--- config.mk ---
export PLATFORM = sky130hd
export DESIGN_NAME = serial_subtractor
export DESIGN_NICKNAME = d
export VERILOG_FILES = /design/src/rtl/serial_subtractor.sv
export SDC_FILE = /design/constraint.sdc
export NUM_CORES = 1
export LEC_CHECK = 0
export CAP_MARGIN = 20
export CORE_MARGIN = 8
export CORE_UTILIZATION = 57
export DETAILED_ROUTE_END_ITERATION = 8
export PLACE_DENSITY = 0.84
export SLEW_MARGIN = 40
export SYNTH_ARGS = -nofsm -noshare
export SYNTH_HDL_FRONTEND = slang
export SYNTH_SLANG_ARGS = --single-unit
export TNS_END_PERCENT = 5
--- constraint.sdc ---
create_clock -name clk -period 2.6 [get_ports clk]
set_input_delay 0.52 -clock clk [delete_from_list [all_inputs] [get_ports clk]]
set_output_delay 0.52 -clock clk [all_outputs]
set_load 0.01 [all_outputs]
--- src/rtl/serial_subtractor.sv ---
// serial_subtractor: bit-serial a - b (LSB first) with start/busy/done handshake.
// Optional: define SERIAL_SUB_OVF_EN to add the signed-overflow output ovf_o.
`default_nettype none

module serial_subtractor #(
   parameter int WIDTH = 8
) (
   input  logic             clk,
   input  logic             rst_n,
   input  logic             start_i,
   input  logic [WIDTH-1:0] a_i,
   input  logic [WIDTH-1:0] b_i,
   output logic             busy_o,
   output logic             done_o,
   output logic [WIDTH-1:0] diff_o,
`ifdef SERIAL_SUB_OVF_EN
   output logic             ovf_o,
`endif
   output logic             borrow_o
);

   localparam int CNT_W = $clog2(WIDTH);
   localparam logic [CNT_W-1:0] CNT_LAST = CNT_W'(WIDTH - 1);

   localparam logic [1:0] S_IDLE  = 2'd0;
   localparam logic [1:0] S_SHIFT = 2'd1;
   localparam logic [1:0] S_DONE  = 2'd2;

   logic [1:0]       state_q, state_d;
   logic [WIDTH-1:0] opa_q, opa_d;
   logic [WIDTH-1:0] opb_q, opb_d;
   logic [WIDTH-2:0] res_q, res_d;
   logic             br_q, br_d;
   logic [CNT_W-1:0] cnt_q, cnt_d;
   logic [WIDTH-1:0] diff_q, diff_d;
   logic             borrow_q, borrow_d;

   logic             a0, b0, d_bit, bo_bit;
   logic [WIDTH-1:0] res_full;

   assign a0     = opa_q[0];
   assign b0     = opb_q[0];
   assign d_bit  = a0 ^ b0 ^ br_q;
   assign bo_bit = (~a0 & b0) | (~(a0 ^ b0) & br_q);
   // res_full is the result register with this cycle's bit shifted in at the MSB.
   assign res_full = {d_bit, res_q};

`ifdef SERIAL_SUB_OVF_EN
   logic ovf_q, ovf_d;
`endif

   always_comb begin
      state_d  = state_q;
      opa_d    = opa_q;
      opb_d    = opb_q;
      res_d    = res_q;
      br_d     = br_q;
      cnt_d    = cnt_q;
      diff_d   = diff_q;
      borrow_d = borrow_q;
`ifdef SERIAL_SUB_OVF_EN
      ovf_d    = ovf_q;
`endif
      case (state_q)
         S_IDLE, S_DONE: begin
            if (start_i) begin
               state_d = S_SHIFT;
               opa_d   = a_i;
               opb_d   = b_i;
               res_d   = '0;
               br_d    = 1'b0;
               cnt_d   = '0;
            end else begin
               state_d = S_IDLE;
            end
         end
         S_SHIFT: begin
            opa_d = opa_q >> 1;
            opb_d = opb_q >> 1;
            res_d = res_full[WIDTH-1:1];
            br_d  = bo_bit;
            if (cnt_q == CNT_LAST) begin
               state_d  = S_DONE;
               diff_d   = res_full;
               borrow_d = bo_bit;
`ifdef SERIAL_SUB_OVF_EN
               // On the last bit, a0/b0 are the operand sign bits.
               ovf_d    = (a0 ^ b0) & (d_bit ^ a0);
`endif
            end else begin
               cnt_d = cnt_q + 1'b1;
            end
         end
         default: state_d = S_IDLE;
      endcase
   end

   always_ff @(posedge clk or negedge rst_n) begin
      if (!rst_n) begin
         state_q  <= S_IDLE;
         opa_q    <= '0;
         opb_q    <= '0;
         res_q    <= '0;
         br_q     <= 1'b0;
         cnt_q    <= '0;
         diff_q   <= '0;
         borrow_q <= 1'b0;
      end else begin
         state_q  <= state_d;
         opa_q    <= opa_d;
         opb_q    <= opb_d;
         res_q    <= res_d;
         br_q     <= br_d;
         cnt_q    <= cnt_d;
         diff_q   <= diff_d;
         borrow_q <= borrow_d;
      end
   end

`ifdef SERIAL_SUB_OVF_EN
   always_ff @(posedge clk or negedge rst_n) begin
      if (!rst_n) begin
         ovf_q <= 1'b0;
      end else begin
         ovf_q <= ovf_d;
      end
   end
   assign ovf_o = ovf_q;
`endif

   assign busy_o   = (state_q == S_SHIFT);
   assign done_o   = (state_q == S_DONE);
   assign diff_o   = diff_q;
   assign borrow_o = borrow_q;

endmodule

`default_nettype wire

==> results of run 1 <==
logic make-up (layout without fill, tap and decap cells):
family | after synthesis | in the layout | synth area share, %
compound gates | 44 | 44 | 15.2
flops | 38 | 38 | 49.8
simple gates | 31 | 31 | 9.37
mux | 30 | 30 | 17.6
buf+inv | 17 | 46 | 5.64
fa+ha+maj | 3 | 3 | 2.36
worst reg2reg max path: stages, from the launching register on:
cell     delay [ps]
dfrtp_1         410
ha_1            210
ha_1            210
or2_1           320
a21oi_4         190
o22ai_1         100
registers in the layout, summed over array words and instances (netlist names):
signal / flops
diff_o: 8
opa_q: 8
opb_q: 8
res_q: 7
cnt_q: 3
state_q: 2
borrow_o: 1
br_q: 1
power by group through the flow:
stage	Clock [mW]	Sequential [mW]	Combinational [mW]
2_1_floorplan	0	1.04	0.743
3_3_place_gp	0	1.04	0.996
3_5_place_dp	0	1.07	1.05
4_1_cts	0.409	1.05	1.06
5_1_grt	0.429	1.09	1.17
6_report	0.393	1.05	1.04
layer usage:
layer  routed length (um)  global-route usage (%)
met5                    0                       0
met4                   48                    5.32
met3                  200                    4.91
met2                 1840                    25.7
met1                 1550                    17.4
cells in the mapped netlist (all sizes together):
cell | instances | area (um^2)
dfrtp | 38 | 951
o22ai | 1 | 6.26
o211a | 1 | 10.0
o211ai | 1 | 7.51
fa | 1 | 20.0
or2 | 1 | 6.26
nor2b | 14 | 87.6
nand2 | 10 | 37.5
a22o | 4 | 35.0
o21ai | 8 | 40.0
a21o | 1 | 7.51
nor2 | 2 | 12.5
buf | 12 | 88.8
mux2i | 22 | 220
a211oi | 13 | 97.6
ha | 2 | 25.0
a21oi | 15 | 86.3
inv | 5 | 18.8
nand3 | 3 | 15.0
nand3b | 1 | 20.0
mux2 | 8 | 116
layout make-up:
type | count | area share, %
inverter | 5 | 0.826
multi-input combinational | 108 | 37.4
tap | 46 | 2.53
clock buffer | 5 | 1.65
clock inverter | 3 | 1.76
timing repair buffer | 33 | 14.0
sequential | 38 | 41.8
metrics by stage:
| step | cells | util (%) | power (mW) | setup WS [ps] |
|---|---|---|---|---|
| 2_1_floorplan | 163 | - | 1.78 | 1160 |
| 3_3_place_gp | 230 | 66.8 | 2.03 | 674 |
| 3_5_place_dp | 230 | 66.8 | 2.12 | 620 |
| 4_1_cts | 238 | 69.1 | 2.52 | 350 |
| 5_1_grt | 238 | 69.2 | 2.69 | 253 |
| 6_report | 238 | 69.2 | 2.48 | 377 |
worst max-delay path by stage:
| stage | startpoint | to | depth (start not counted) |
|---|---|---|---|
| 4_1_cts | state_q[0]$_DFFE_PN0P_ | busy_o | 3 |
| 2_1_floorplan | cnt_q[1]$_DFFE_PN0P_ | cnt_q[0]$_DFFE_PN0P_ | 6 |
| 5_1_grt | state_q[0]$_DFFE_PN0P_ | busy_o | 3 |
| 6_report | state_q[0]$_DFFE_PN0P_ | busy_o | 3 |
| 3_5_place_dp | start_i | res_q[3]$_DFFE_PN0P_ | 5 |
| 3_3_place_gp | start_i | res_q[3]$_DFFE_PN0P_ | 5 |
==> flow_summary_export.csv, run 1 <==
group,metric,value,unit
synthesis,seq_area_frac_synth,49.8,%
power_and_ir_drop,power.share.switching,34.4,%
route,vias_per_cell,5.47,
die,die_area,0.00546,mm^2
cells_and_area,syn_to_final_growth,19.1,%
cells_and_area,stdcell_area,0.00227,mm^2
critical_path,cp_slowest_cell,"clkdlybuf4s50_1",
route,drc,0,
clock_network,cts_tree,"built",
critical_path,cp.required,2080,ps
global_route,grt-ovfl-total,0,
timing,min_period,2220,ps
die,die_w,73.9,um
timing,tightest_slew,474,ps
route,drt_iter0_drc,72,
synthesis,synthCells,163,
critical_path,r2r-start,"cnt_q[0]$_DFFE_PN0P_",
timing,grt_setup_unrepaired,"false",
timing,finalClockSkew,9.57,ps
die,start_util,58.1,%
timing,fin_tns_setup,0,ps
timing,drv_slew,0,
power_and_ir_drop,p_per_area,1090,mW/mm^2
clock_network,cts-buffers-inserted,5,
critical_path,path_max_fanout,7,
timing,maxSlewHeadroom,68.4,%
synthesis,netlist_area,0.00191,mm^2
cells_and_area,drive_above_1_share,13.0,%
job,maxCapViolCount,0,
clock_network,post_cts_buffers,0,
worst_hold_path,min_path_type,"primary input to async pin",
timing,hold_ws,119,ps
critical_path,r2r_slack,1060,ps
clock_network,htreeDepth,2,
power_and_ir_drop,p_int,1.63,mW
synthesis,synth_nets,185,
route,wirelength,3650,um
power_and_ir_drop,p_comb_share,41.9,%
synthesis,synth.distinct_cells,26,
synthesis,synth_seq_cells,38,
route,wl_per_cell,15.3,um
clock_network,root_buffer,"clkbuf_4",
clock_network,cts_buffer_depth,2,
power_and_ir_drop,power_frac_seq,42.3,%
placement,place.gp.congestion,0.762,
route,drtPass1Iterations,4,
critical_path,max_stage_delay,570,ps
clock_network,cts_resized,0,
die,core,0.00328,mm^2
critical_path,path_cells,"inv_1, nor2_2, clkdlybuf4s50_1",
critical_path,reg2reg_depth,5,
clock_network,clk_pin_slew,110,ps
clock_network,holdBufCountCts,0,
clock_network,clk_latency,340,ps
critical_path,rr_endpoint,"cnt_q[0]$_DFFE_PN0P_",
global_route,gr-usage-all-layers,15.2,%
timing,fin_crit_sh,85.5,%
global_route,grt_pass1_wl,6390,um
critical_path,cp_num_buf_inv,2,
clock_network,clock-sinks,38,
die,die_h,73.9,um
die,rows,21,
route,drt.antenna.violating_nets,0,
cells_and_area,multi_input_area,851,um^2
cells_and_area,regArea,951,um^2
synthesis,syn_area_per_cell,11.7,um^2
run_status,status,"finished, final reports clean",
global_route,antenna_found_initial,0,
placement,port_buffers,29,
cells_and_area,fillers,262,
cells_and_area,mostFrequentLayoutCells,"38 x dfrtp_1, 28 x clkdlybuf4s50_1, 22 x mux2i_1, 14 x nor2b_1, 14 x a21oi_1",
timing,max_freq,450,MHz
power_and_ir_drop,power_leakage,0.987,nW
timing,finalSetupViolCount,0,
timing,hold_viol_final,0,
route,vias,1303,
synthesis,yosysWarnings,0,
critical_path,worstSetupPathType,"register to primary output",
power_and_ir_drop,clockPowerShare,15.8,%
placement,hpwl,2660,um
cells_and_area,antenna_cells,0,
cells_and_area,final_common_cell,"dfrtp_1",
critical_path,cp.arrival,1700,ps
cells_and_area,finalNetCount,213,
critical_path,worst_setup_path_start_kind,"register",
power_and_ir_drop,ir_worst_vdd,0.583,mV
power_and_ir_drop,netSwitchingPower,0.854,mW
critical_path,end_kind,"primary output",
die,ios,30,
placement,placed_area,0.00219,mm^2
critical_path,crit_family,"buffers and inverters",
global_route,grt_max_degree,39,
global_route,grt_pass1_vias,1355,
Note: power is estimated with default switching activity, not from simulation.
==> inputs of run 2 (changes only) <==
Settings changed: CAP_MARGIN 20 to not set.
==> results of run 2 <==
The final DEF is identical to that of run 1; final timing and power are the same.
